==> src/rtl/lif_neuron_core_if.sv <==
// Bundles the per-neuron time-step strobe, synaptic inputs, configuration and observed state.
// The master side is the array controller or bench, and the slave side is the neuron core.
interface lif_neuron_core_if #(
  parameter int unsigned WIDTH    = 8,
  parameter int unsigned N_IN     = 4,
  parameter int unsigned W_WIDTH  = 4,
  parameter int unsigned REFRAC_W = 4
);
  logic                      en;
  logic [N_IN-1:0]           spike_in;
  logic [N_IN*W_WIDTH-1:0]   weights;
  logic [WIDTH-1:0]          threshold;
  logic [WIDTH-1:0]          leak_amt;
  logic [REFRAC_W-1:0]       refrac_len;
  logic                      spike_out;
  logic [WIDTH-1:0]          membrane;
  logic                      refractory;

  modport master (
    output en, spike_in, weights, threshold, leak_amt, refrac_len,
    input  spike_out, membrane, refractory
  );

  modport slave (
    input  en, spike_in, weights, threshold, leak_amt, refrac_len,
    output spike_out, membrane, refractory
  );
endinterface

==> src/rtl/lif_neuron_core.sv <==
// Multi-input leaky integrate-and-fire neuron with a saturating membrane and a refractory hold-off.
// Define LIF_ADAPTIVE_THRESH_EN to add a spike-driven adaptive threshold offset.
module lif_neuron_core #(
  parameter int unsigned WIDTH     = 8,
  parameter int unsigned N_IN      = 4,
  parameter int unsigned W_WIDTH   = 4,
  parameter int unsigned REFRAC_W  = 4
`ifdef LIF_ADAPTIVE_THRESH_EN
  , parameter int unsigned ADAPT_INC = 4
`endif
) (
  input  logic              clk,
  input  logic              rst_n,
  lif_neuron_core_if.slave  bus
);

  localparam int unsigned SUM_W = W_WIDTH + $clog2(N_IN + 1);
  localparam int unsigned ACC_W = ((WIDTH > SUM_W) ? WIDTH : SUM_W) + 1;
  localparam logic [WIDTH-1:0] V_MAX = '1;

  typedef enum logic [1:0] {
    REST      = 2'd0,
    INTEGRATE = 2'd1,
    FIRE      = 2'd2,
    REFRACT   = 2'd3
  } state_e;

  state_e               state_q, state_n;
  logic [WIDTH-1:0]     membrane_q, membrane_n;
  logic                 spike_q, spike_n;
  logic                 refr_q, refr_n;
  logic [REFRAC_W-1:0]  cnt_q, cnt_n;

  logic [SUM_W-1:0]     sum_c;
  logic [ACC_W-1:0]     acc_c;
  logic [ACC_W-1:0]     leak_ext_c;
  logic [ACC_W-1:0]     diff_c;
  logic [WIDTH-1:0]     v_tmp_c;
  logic [WIDTH-1:0]     eff_thresh_c;
  logic                 fire_c;

  // Weighted sum of the active synapses, wide enough to never overflow
  always_comb begin
    sum_c = '0;
    for (int i = 0; i < int'(N_IN); i++) begin
      if (bus.spike_in[i]) begin
        sum_c = sum_c + SUM_W'(bus.weights[i*W_WIDTH +: W_WIDTH]);
      end
    end
  end

  // Add before subtracting the leak, then floor at 0 and saturate to the membrane width
  always_comb begin
    acc_c      = ACC_W'(membrane_q) + ACC_W'(sum_c);
    leak_ext_c = ACC_W'(bus.leak_amt);
    diff_c     = '0;
    v_tmp_c    = '0;
    if (acc_c > leak_ext_c) begin
      diff_c = acc_c - leak_ext_c;
      if (diff_c > ACC_W'(V_MAX)) begin
        v_tmp_c = V_MAX;
      end else begin
        v_tmp_c = WIDTH'(diff_c);
      end
    end
  end

`ifdef LIF_ADAPTIVE_THRESH_EN
  logic [WIDTH-1:0] offset_q, offset_n;
  logic [WIDTH:0]   thr_sum_c;
  logic [WIDTH:0]   inc_sum_c;

  always_comb begin
    thr_sum_c    = (WIDTH+1)'(bus.threshold) + (WIDTH+1)'(offset_q);
    eff_thresh_c = thr_sum_c[WIDTH] ? V_MAX : thr_sum_c[WIDTH-1:0];
  end

  // Offset grows on every spike and relaxes by one per time step spent in REST
  always_comb begin
    offset_n  = offset_q;
    inc_sum_c = (WIDTH+1)'(offset_q) + (WIDTH+1)'(ADAPT_INC);
    if (state_n == FIRE && state_q != FIRE) begin
      offset_n = inc_sum_c[WIDTH] ? V_MAX : inc_sum_c[WIDTH-1:0];
    end else if (state_q == REST && bus.en && offset_q != '0) begin
      offset_n = offset_q - WIDTH'(1);
    end
  end

  always_ff @(posedge clk or negedge rst_n) begin
    if (!rst_n) begin
      offset_q <= '0;
    end else begin
      offset_q <= offset_n;
    end
  end
`else
  always_comb begin
    eff_thresh_c = bus.threshold;
  end
`endif

  assign fire_c = (bus.threshold != '0) && (v_tmp_c >= eff_thresh_c);

  // Next-state and next-output logic
  always_comb begin
    state_n    = state_q;
    membrane_n = membrane_q;
    spike_n    = 1'b0;
    refr_n     = refr_q;
    cnt_n      = cnt_q;
    case (state_q)
      REST, INTEGRATE: begin
        if (bus.en) begin
          if (fire_c) begin
            state_n    = FIRE;
            membrane_n = '0;
            spike_n    = 1'b1;
          end else begin
            membrane_n = v_tmp_c;
            state_n    = (v_tmp_c == '0) ? REST : INTEGRATE;
          end
        end
      end
      FIRE: begin
        membrane_n = '0;
        if (bus.refrac_len == '0) begin
          state_n = REST;
        end else begin
          state_n = REFRACT;
          cnt_n   = bus.refrac_len;
          refr_n  = 1'b1;
        end
      end
      REFRACT: begin
        membrane_n = '0;
        if (bus.en) begin
          if (cnt_q <= REFRAC_W'(1)) begin
            state_n = REST;
            cnt_n   = '0;
            refr_n  = 1'b0;
          end else begin
            cnt_n = cnt_q - REFRAC_W'(1);
          end
        end
      end
      default: begin
        state_n    = REST;
        membrane_n = '0;
        refr_n     = 1'b0;
        cnt_n      = '0;
      end
    endcase
  end

  always_ff @(posedge clk or negedge rst_n) begin
    if (!rst_n) begin
      state_q    <= REST;
      membrane_q <= '0;
      spike_q    <= 1'b0;
      refr_q     <= 1'b0;
      cnt_q      <= '0;
    end else begin
      state_q    <= state_n;
      membrane_q <= membrane_n;
      spike_q    <= spike_n;
      refr_q     <= refr_n;
      cnt_q      <= cnt_n;
    end
  end

  assign bus.spike_out  = spike_q;
  assign bus.membrane   = membrane_q;
  assign bus.refractory = refr_q;

endmodule

==> src/flat_wrapper.sv <==
// flat-port wrapper written by rule: the top's interface ports become plain ports
module lif_neuron_core_flat 
#(
  parameter int unsigned WIDTH     = 8,
  parameter int unsigned N_IN      = 4,
  parameter int unsigned W_WIDTH   = 4,
  parameter int unsigned REFRAC_W  = 4

)
  (clk, rst_n, bus_en, bus_spike_in, bus_weights, bus_threshold, bus_leak_amt, bus_refrac_len, bus_spike_out, bus_membrane, bus_refractory);
  lif_neuron_core_if #(.WIDTH(WIDTH), .N_IN(N_IN), .W_WIDTH(W_WIDTH), .REFRAC_W(REFRAC_W)) bus_i ();
  input  logic clk;
  input  logic rst_n;
  input wire logic [$bits(bus_i.en)-1:0] bus_en;
  input wire logic [$bits(bus_i.spike_in)-1:0] bus_spike_in;
  input wire logic [$bits(bus_i.weights)-1:0] bus_weights;
  input wire logic [$bits(bus_i.threshold)-1:0] bus_threshold;
  input wire logic [$bits(bus_i.leak_amt)-1:0] bus_leak_amt;
  input wire logic [$bits(bus_i.refrac_len)-1:0] bus_refrac_len;
  output wire logic [$bits(bus_i.spike_out)-1:0] bus_spike_out;
  output wire logic [$bits(bus_i.membrane)-1:0] bus_membrane;
  output wire logic [$bits(bus_i.refractory)-1:0] bus_refractory;
  assign bus_i.en = bus_en;
  assign bus_i.spike_in = bus_spike_in;
  assign bus_i.weights = bus_weights;
  assign bus_i.threshold = bus_threshold;
  assign bus_i.leak_amt = bus_leak_amt;
  assign bus_i.refrac_len = bus_refrac_len;
  assign bus_spike_out = bus_i.spike_out;
  assign bus_membrane = bus_i.membrane;
  assign bus_refractory = bus_i.refractory;
  lif_neuron_core #(.WIDTH(WIDTH), .N_IN(N_IN), .W_WIDTH(W_WIDTH), .REFRAC_W(REFRAC_W)) u_core (.clk(clk), .rst_n(rst_n), .bus(bus_i));
endmodule
==> config.mk <==
export PLATFORM = sky130hd
export DESIGN_NAME = lif_neuron_core_flat
export DESIGN_NICKNAME = d
export VERILOG_FILES = /design/src/rtl/lif_neuron_core_if.sv /design/src/rtl/lif_neuron_core.sv /design/src/flat_wrapper.sv
export SDC_FILE = /design/constraint.sdc
export NUM_CORES = 1
export LEC_CHECK = 0
export ABC_AREA = 1
export BUFFER_PORTS_ARGS = -buffer_cell sky130_fd_sc_hd__buf_4
export CAP_MARGIN = 5
export CORE_AREA = 2 2 100 92
export CTS_BUF_LIST = sky130_fd_sc_hd__clkbuf_4 sky130_fd_sc_hd__clkbuf_8
export DETAILED_ROUTE_END_ITERATION = 8
export DIE_AREA = 0 0 102 94
export PLACE_DENSITY = 0.56
export SLEW_MARGIN = 20
export SYNTH_ARGS = -nofsm -noshare
export SYNTH_HDL_FRONTEND = slang
export SYNTH_SLANG_ARGS = --single-unit
==> constraint.sdc <==
create_clock -name clk -period 4.3 [get_ports clk]
set_input_delay 0.215 -clock clk [delete_from_list [all_inputs] [get_ports clk]]
set_output_delay 0.215 -clock clk [all_outputs]
set_load 0.1 [all_outputs]
==> results.sh, run 1 <==
export IMPL_clock_path_buffers=2
export IMPL_syn_nets=469
export IMPL_drcViolationCount=0
export IMPL_vias_per_cell=4.36
export IMPL_design_core_area_sq_um=8490
export IMPL_switchingPower_w=0.00103
export IMPL_grt_max_degree=17
export IMPL_layout_common_cells="buf_4 (132), nand2_1 (84), inv_1 (67)"
export IMPL_drive_gt1_share_pct=44.0
export IMPL_htree_levels=1
export IMPL_core_rowCount=32
export IMPL_fin_skew_ps=5.78
export IMPL_p_leak_nw=2.21
export IMPL_dr_pass1_iters=4
export IMPL_fin_crit_sh_pct=135
export IMPL_grt_pass1_wl_microns=11200
export IMPL_numCtsBuffers=3
export IMPL_dpl_cell_area_sq_um=3600
export IMPL_place_hpwl_microns=5680
export IMPL_drt_wl_total_microns=6980
export IMPL_port_buffers=52
export IMPL_crit_required_ps=4480
export IMPL_worst_ir_drop_vdd_mv=0.159
export IMPL_io_pins=53
export IMPL_path_class="in2reg"
export IMPL_worst_path_max_fanout=5
export IMPL_slew_violations=0
export IMPL_post_route_util_pct=48.4
export IMPL_final_antenna_net_count=0
export IMPL_hold_viol_final=0
export IMPL_post_route_min_period_ps=5790
export IMPL_comb_power_share_pct=81.4
export IMPL_start_util_pct=29.5
export IMPL_p_seq_share_pct=12.2
export IMPL_die_area_sq_um=9590
export IMPL_powerDensity_nw_per_um2=505
export IMPL_first_iter_violations=83
export IMPL_p_sw_share_pct=49.5
export IMPL_netlist_area_sq_um=2500
export IMPL_grt_pass1_vias=2738
export IMPL_cap_violations=0
export IMPL_critical_path_max_stage_delay_ps=540
export IMPL_postSynthAreaPerCell_sq_um=6.48
export IMPL_setup_violations=11
export IMPL_hp_class="in2reg"
export IMPL_ys_top_cells_by_area="ha_1 (18%), dfrtp_1 (16%), nand2_1 (15%)"
export IMPL_max_slew_margin_pct=56.5
export IMPL_worst_path_max_delay_cell="fa_2"
export IMPL_grt_antenna_before_repair=0
export IMPL_status="finished, violations left"
export IMPL_gr_usage_all_layers_pct=14.2
export IMPL_globalRoute_totalOverflow=0
export IMPL_numClockSinks=16
export IMPL_tightest_slew_ps=651
export IMPL_final_common_cell="buf_4"
export IMPL_yosysWarnings=0
export IMPL_cp_start_kind="input port"
export IMPL_area_delta_synth_final_pct=64.3
export IMPL_design_area_sq_um=4110
export IMPL_grt_setup_unrepaired="yes"
export IMPL_cpMostUsedCell="nand2_1"
export IMPL_ys_ff_latch=16
export IMPL_pwr_share_clk_pct=6.4
export IMPL_final_nets=609
export IMPL_route_vias_total=2806
export IMPL_crit_path_end_kind="register"
export IMPL_violations="setup timing"
export IMPL_clk_latency_ps=250
export IMPL_p_int_w=0.00105
export IMPL_synth_area_leader_cell="ha_1"
export IMPL_die_w_microns=102
export IMPL_setup_ws_ps=-1490
export IMPL_arrival_ps=5980
export IMPL_synth_cells=386
export IMPL_synth_top_area_share_pct=17.5
export IMPL_cts_tree="yes"
export IMPL_cts_reportedPaths_clkPinSlew_ps=70
export IMPL_dieHeight_microns=94
export IMPL_place_gp_congestion=0.821
export IMPL_root_buffer="clkbuf_8"
export IMPL_wl_per_cell_microns=10.8
export IMPL_antenna_cells=0
export IMPL_ys_seq_area_share_pct=16.0
export IMPL_yosys_cell_types_count=33
export IMPL_max_freq_mhz=173
[timing repair]
| action | in CTS | in global routing |
|---|---|---|
| gates resized for setup | 41 | 27 |
| hold buffers | 1 | 0 |
| gates cloned | 1 | 0 |
| pin swaps | 43 | 34 |
| endpoints found under the setup margin | 11 | 11 |
| setup buffers | 13 | 6 |
| endpoints found under the hold margin | 16 | 0 |
[power groups by stage]
stage	logic (W)	clock network, W	registers (W)
4_1_cts	0.00158	0.000135	0.000254
3_3_place_gp	0.00141	0	0.000255
2_1_floorplan	0.000787	0	0.000396
6_report	0.00169	0.000133	0.000254
5_1_grt	0.00187	0.000142	0.000259
3_5_place_dp	0.00143	0	0.000256
[path summary, 6_finish.rpt]
| path | start | end | slack (ps) | cells after the start |
|---|---|---|---|---|
| max | bus_spike_in[0] | u_core.bus.membrane[0] | -1490 | 48 |
| min | bus_refrac_len[3] | u_core.cnt_q[3] | 250 | 3 |
| max reg2reg | u_core.bus.membrane[2] | u_core.bus.membrane[0] | 330 | 33 |
| min reg2reg | u_core.bus.refractory | u_core.bus.refractory | 510 | 2 |
| max in group asynchronous | rst_n | u_core.bus.membrane[2] | 3750 | 2 |
| min in group asynchronous | rst_n | u_core.bus.spike_out | 360 | 2 |
[critical path: cells and delay by family]
| family | cells | cell delay [ps] |
|---|---|---|
| xor gates and xnor gates | 2 | 310 |
| adders and majority gates | 7 | 2360 |
| buffers and inverters | 12 | 660 |
| and+or+nand+nor | 19 | 1500 |
| AOI/OAI and AO/OA | 8 | 870 |
[final cells by class]
class | instances | area (sq um)
well taps | 119 | 149
flip-flops and latches | 16 | 400
multi-input cells | 286 | 2140
repair buffers | 136 | 1050
fillers | 873 | 4380
inverters | 83 | 314
clock buffers | 4 | 55.1
[synth_stat cells (all sizes together)]
library cell and number:
a211oi 1, or2 2, clkinv 2, mux2 1
o21ai 27, a21oi 22, and2 1, nor2 19
dfrtp 16, o21bai 2, nand3 27, a31oi 3
xnor2 12, ha 35, xor2 8, inv 81
buf 1, nand4 4, nand2 108, o22ai 1
nor4 2, clkbuf 1, nor3 5, fa 5
[cells by family (layout without fill, tap and decap cells)]
kind of cell	after synthesis	in the layout	synth area share [%]
AND/OR/NAND/NOR	168	169	29.5
buffers and inverters	85	223	13.1
AO/OA/AOI/OAI	56	56	12.5
adder cells (fa/ha/maj)	40	40	21.5
XOR/XNOR	20	20	7.00
flip-flops	16	16	16.0
multiplexers	1	1	0.450
[flip-flops by register name, indices dropped and copies added (netlist names)]
| register | count |
|---|---|
| u_core.bus.refractory | 1 |
| u_core.state_q | 2 |
| u_core.bus.spike_out | 1 |
| u_core.cnt_q | 4 |
| u_core.bus.membrane | 8 |
[through the flow]
| stage | TNS [ps] | power [W] | instances | setup WS [ps] | hold slack [ps] |
|---|---|---|---|---|---|
| 2_1_floorplan | -14620 | 0.00118 | 386 | -1360 | -80.6 |
| 3_3_place_gp | -21570 | 0.00167 | 619 | -2010 | 87.8 |
| 3_5_place_dp | -23080 | 0.00169 | 619 | -2150 | 87.2 |
| 4_1_cts | -16750 | 0.00197 | 638 | -1560 | 252 |
| 5_1_grt | -19960 | 0.00227 | 644 | -1850 | 257 |
| 6_report | -16110 | 0.00208 | 644 | -1490 | 248 |
[metal layers]
layer | global-route usage, % | vias to the layer above | share of wire (%)
met5 | 0 | - | 0
met4 | 2.00 | 0 | 0.44
met3 | 1.12 | 4 | 2.7
met2 | 27.3 | 44 | 52
met1 | 17.5 | 1259 | 45
li1 | - | 1499 | -
Power figures use the tool's default switching activity.
==> inputs of run 2 (changes only) <==
==> constraint.sdc (replaced) <==
create_clock -name clk -period 4.3 [get_ports clk]
set_input_delay 1.075 -clock clk [delete_from_list [all_inputs] [get_ports clk]]
set_output_delay 1.075 -clock clk [all_outputs]
set_load 0.1 [all_outputs]
==> results.sh, run 2 (synthesis results as in run 1) <==
export IMPL_status="finished, violations left"
export IMPL_violations="setup timing"
export IMPL_p_leak_nw=2.24
export IMPL_place_gp_congestion=0.822
export IMPL_largest_register_ffs=8
export IMPL_worst_path_max_delay_cell="fa_2"
export IMPL_critical_path_max_stage_delay_ps=540
export IMPL_post_route_min_period_ps=6640
export IMPL_dr_pass1_iters=4
export IMPL_p_int_w=0.00107
export IMPL_crit_path_end_kind="register"
export IMPL_reg2reg_slack_ps=310
export IMPL_r2r_cells=33
export IMPL_drcViolationCount=0
export IMPL_design_core_area_sq_um=8490
export IMPL_final_antenna_net_count=0
export IMPL_final_common_cell="buf_4"
export IMPL_io_pins=53
export IMPL_clock_path_buffers=2
export IMPL_root_buffer="clkbuf_8"
export IMPL_cts_tree="yes"
export IMPL_setup_violations=11
export IMPL_die_w_microns=102
export IMPL_min_to="u_core.bus.refractory"
export IMPL_place_hpwl_microns=5610
export IMPL_area_delta_synth_final_pct=66.1
export IMPL_hold_depth=2
export IMPL_p_seq_share_pct=12.0
export IMPL_pwr_share_clk_pct=6.2
export IMPL_grt_antenna_before_repair=0
export IMPL_comb_power_share_pct=81.8
export IMPL_dp_cells=620
export IMPL_worst_path_max_fanout=5
export IMPL_hp_class="reg2reg"
export IMPL_numClockSinks=16
export IMPL_start_util_pct=29.5
export IMPL_grt_pass1_wl_microns=11600
export IMPL_setup_ws_ps=-2340
export IMPL_vias_per_cell=4.34
export IMPL_worst_ir_drop_vdd_mv=0.173
export IMPL_post_route_util_pct=48.9
export IMPL_p_sw_share_pct=49.7
export IMPL_arrival_ps=6820
export IMPL_final_nets=608
export IMPL_dieHeight_microns=94
export IMPL_clk_latency_ps=250
export IMPL_layout_common_cells="buf_4 (130), nand2_1 (81), inv_1 (66)"
export IMPL_cp_start_kind="input port"
export IMPL_grt_max_degree=17
export IMPL_cap_violations=0
export IMPL_post_place_ws_ps=-2950
export IMPL_path_class="in2reg"
export IMPL_slew_violations=0
export IMPL_fin_skew_ps=4.11
export IMPL_die_area_sq_um=9590
export IMPL_dpl_cell_area_sq_um=3610
export IMPL_min_from="u_core.bus.refractory"
export IMPL_core_rowCount=32
export IMPL_port_buffers=52
export IMPL_cts_reportedPaths_clkPinSlew_ps=60
export IMPL_globalRoute_totalOverflow=0
export IMPL_design_area_sq_um=4150
export IMPL_max_freq_mhz=151
export IMPL_hold_viol_final=0
export IMPL_grt_setup_unrepaired="yes"
export IMPL_r2r_start="u_core.bus.membrane[2]"
export IMPL_cpMostUsedCell="nand2_1"
export IMPL_tightest_slew_ps=601
export IMPL_first_iter_violations=103
export IMPL_route_vias_total=2790
export IMPL_htree_levels=1
export IMPL_reg2reg_to="u_core.bus.membrane[0]"
export IMPL_fin_crit_sh_pct=154
export IMPL_max_slew_margin_pct=59.8
export IMPL_numCtsBuffers=3
export IMPL_crit_required_ps=4480
export IMPL_grt_pass1_vias=2856
export IMPL_drt_wl_total_microns=6990
export IMPL_wl_per_cell_microns=10.9
export IMPL_gr_usage_all_layers_pct=14.8
export IMPL_antenna_cells=0
export IMPL_drive_gt1_share_pct=45.2
export IMPL_powerDensity_nw_per_um2=509
export IMPL_hold_buffers=0
export IMPL_final_cells=643
export IMPL_switchingPower_w=0.00105
## run 2: cell types whose count changed in the layout (fill, tap and decap cells not counted), sizes merged
cell	change
dlygate4sd3	-1
## run 2: layout make-up
type                       count  area, sq um
multi-input combinational    286         2200
sequential                    16          400
inverter                      83          314
fill                         863         4330
timing repair buffer         135         1040
tap                          119          149
clock buffer                   4         55.1
## run 2: worst max-delay path by stage
stage | from | endpoint | slack (ps)
4_1_cts | bus_spike_in[0] | u_core.bus.membrane[0] | -2410
5_1_grt | bus_weights[0] | u_core.bus.membrane[0] | -2740
3_5_place_dp | bus_spike_in[0] | u_core.bus.membrane[7] | -2950
3_3_place_gp | bus_spike_in[0] | u_core.bus.membrane[1] | -2870
6_report | bus_spike_in[0] | u_core.bus.membrane[0] | -2340
2_1_floorplan | bus_weights[0] | u_core.state_q[0] | -2220
## run 2: critical path: cells and delay by family
kind / cells / cell delay [ps]
buffers and inverters: 10 / 560
AND/OR/NAND/NOR: 19 / 1440
AO/OA/AOI/OAI: 9 / 1060
adder cells (fa/ha/maj): 7 / 2330
XOR/XNOR: 2 / 330
## run 2: through the flow
stage	total power, W	setup TNS, ps	hold WS (ps)
floorplan	0.00118	-24080	513
global placement	0.00168	-30970	492
detailed placement	0.00169	-32050	496
CTS	0.00202	-26060	514
global route	0.00231	-29690	583
finish	0.00212	-25350	508
## run 2: per-layer routing
layer | vias up | track usage, % | routed length, microns
met4 | 0 | 3.33 | 25
met1 | 1248 | 17.6 | 3150
met5 | - | 0 | 0
li1 | 1496 | - | -
met2 | 44 | 28.3 | 3640
met3 | 2 | 1.34 | 179
## run 2: timing repair
action                                  CTS  global route
endpoints found under the setup margin   11            11
pin swaps                                52            40
buffers inserted                         11             7
gates cloned                              1             0
resized for setup                        47            35
## run 2: power by group through the flow
stage / combinational (W) / sequential, W / clock [W]
2_1_floorplan: 0.000787 / 0.000396 / 0
3_3_place_gp: 0.00142 / 0.000255 / 0
3_5_place_dp: 0.00143 / 0.000256 / 0
4_1_cts: 0.00163 / 0.000253 / 0.000137
5_1_grt: 0.00191 / 0.000257 / 0.000143
6_report: 0.00173 / 0.000253 / 0.000132
==> inputs of run 3 (changes only) <==
--- a/config.mk
+++ b/config.mk
@@ -12,6 +12,7 @@
 export CTS_BUF_LIST = sky130_fd_sc_hd__clkbuf_4 sky130_fd_sc_hd__clkbuf_8
 export DETAILED_ROUTE_END_ITERATION = 8
 export DIE_AREA = 0 0 102 94
+export GPL_TIMING_DRIVEN = 0
 export PLACE_DENSITY = 0.56
 export SLEW_MARGIN = 20
 export SYNTH_ARGS = -nofsm -noshare
==> results.sh, run 3 (synthesis results as in run 1) <==
export IMPL_status="finished, violations left"
export IMPL_violations="setup timing"
export IMPL_critical_path_max_stage_delay_ps=540
export IMPL_r2r_cells=27
export IMPL_dr_pass1_iters=4
export IMPL_place_hpwl_microns=5110
export IMPL_vias_per_cell=4.42
export IMPL_worst_ir_drop_vdd_mv=0.145
export IMPL_crit_required_ps=4480
export IMPL_grt_antenna_before_repair=0
export IMPL_core_rowCount=32
export IMPL_cpMostUsedCell="nand2_1"
export IMPL_grt_max_degree=17
export IMPL_fin_skew_ps=3.38
export IMPL_worst_path_max_delay_cell="fa_2"
export IMPL_worst_path_max_fanout=9
export IMPL_drcViolationCount=0
export IMPL_p_leak_nw=1.98
export IMPL_wl_per_cell_microns=10.9
export IMPL_nFillCells=906
export IMPL_clock_path_buffers=2
export IMPL_r2r_start="u_core.bus.membrane[0]"
export IMPL_route_vias_total=2624
export IMPL_reg2reg_slack_ps=290
export IMPL_final_common_cell="nand2_1"
export IMPL_crit_end="u_core.bus.membrane[4]"
export IMPL_io_pins=53
export IMPL_htree_levels=1
export IMPL_multi_input_area_sq_um=2170
export IMPL_use_met2_pct=25.7
export IMPL_seq_area_sq_um=400
export IMPL_design_core_area_sq_um=8490
export IMPL_setup_violations=11
export IMPL_dieHeight_microns=94
export IMPL_max_freq_mhz=149
export IMPL_place_gp_congestion=0.803
export IMPL_arrival_ps=6890
export IMPL_numCtsBuffers=3
export IMPL_grtUsageMet1_pct=16.6
export IMPL_cap_violations=0
export IMPL_hp_class="reg2reg"
export IMPL_first_iter_violations=68
export IMPL_grt_pass1_vias=2542
export IMPL_drt_wl_total_microns=6500
export IMPL_use_met3_pct=2.01
export IMPL_p_sw_share_pct=52.6
export IMPL_final_nets=559
export IMPL_grt_pass1_wl_microns=10600
export IMPL_drive_gt1_share_pct=38.1
export IMPL_powerDensity_nw_per_um2=499
export IMPL_layout_common_cells="nand2_1 (85), buf_4 (80), inv_1 (65)"
export IMPL_switchingPower_w=0.000985
export IMPL_pwr_share_clk_pct=7.0
export IMPL_post_route_min_period_ps=6710
export IMPL_comb_power_share_pct=79.4
export IMPL_hold_viol_final=0
export IMPL_p_seq_share_pct=13.6
export IMPL_die_area_sq_um=9590
export IMPL_crit_path_end_kind="register"
export IMPL_port_buffers=52
export IMPL_hold_buffers=0
export IMPL_max_slew_margin_pct=57.9
export IMPL_area_delta_synth_final_pct=50.2
export IMPL_path_class="in2reg"
export IMPL_crit_start="bus_spike_in[0]"
export IMPL_grt_setup_unrepaired="yes"
export IMPL_tightest_slew_ps=629
export IMPL_slew_violations=0
export IMPL_cts_reportedPaths_clkPinSlew_ps=60
export IMPL_largest_register_ffs=8
export IMPL_clk_latency_ps=250
export IMPL_dpl_cell_area_sq_um=3140
export IMPL_numClockSinks=16
export IMPL_hold_depth=2
export IMPL_grt_most_used_layer="met2"
export IMPL_cts_tree="yes"
export IMPL_setup_ws_ps=-2410
export IMPL_cp_start_kind="input port"
export IMPL_start_util_pct=29.5
export IMPL_gr_usage_all_layers_pct=13.6
export IMPL_die_w_microns=102
export IMPL_reg2reg_to="u_core.bus.membrane[4]"
export IMPL_design_area_sq_um=3760
export IMPL_antenna_cells=0
export IMPL_fin_crit_sh_pct=156
export IMPL_post_place_ws_ps=-3020
export IMPL_setup_tns_final_ps=-26060
export IMPL_root_buffer="clkbuf_8"
export IMPL_final_antenna_net_count=0
export IMPL_globalRoute_totalOverflow=0
export IMPL_p_int_w=0.000888
[run 3: worst min path at each step]
stage,startpoint,end,slack [ps]
2_1_floorplan,u_core.state_q[0],u_core.state_q[1],510
3_3_place_gp,u_core.bus.refractory,u_core.bus.refractory,490
3_5_place_dp,u_core.bus.refractory,u_core.bus.refractory,500
4_1_cts,u_core.bus.refractory,u_core.bus.refractory,510
5_1_grt,u_core.bus.refractory,u_core.bus.refractory,590
6_report,u_core.bus.refractory,u_core.bus.refractory,510
[run 3: final cells by class]
| type | instances | area share [%] |
|---|---|---|
| multi-input cells | 286 | 57.8 |
| flip-flops and latches | 16 | 10.7 |
| plain buffers | 2 | 0.400 |
| inverters | 83 | 8.36 |
| well taps | 119 | 3.96 |
| repair buffers | 84 | 17.4 |
| clock buffers | 4 | 1.47 |
[run 3: routing by layer]
layer | up-vias | share of wire [%]
met5 | - | 0
met4 | 0 | 0.94
met3 | 4 | 3.0
met2 | 35 | 51
met1 | 1182 | 45
li1 | 1403 | -
[run 3: worst max-delay path, delay by kind of cell]
family	cells	cell delay [ps]
and+or+nand+nor	14	1110
AOI/OAI and AO/OA	8	1110
xor gates and xnor gates	2	320
buffers and inverters	13	1040
adders and majority gates	7	2250
[run 3: power groups by stage]
stage	combinational (W)	clock, W	sequential, W
after floorplan	0.000787	0	0.000396
after global placement	0.00117	0	0.000255
after detailed placement	0.00119	0	0.000258
after CTS	0.00134	0.000140	0.000255
after global routing	0.00167	0.000144	0.000262
final	0.00149	0.000131	0.000254
[run 3: metrics by stage]
step	instances	hold WS [ps]	power (W)	util [%]
finish	594	512	0.00187	44.3
detailed placement	557	496	0.00145	36.9
global route	594	586	0.00207	44.3
global placement	557	493	0.00143	36.9
CTS	585	514	0.00173	40.9
floorplan	386	513	0.00118	-
[run 3: timing repair]
action,in CTS,in global routing
endpoints found under the setup margin,11,11
gates cloned,1,0
gates resized for setup,31,45
pin swaps,27,38
setup buffers,23,10
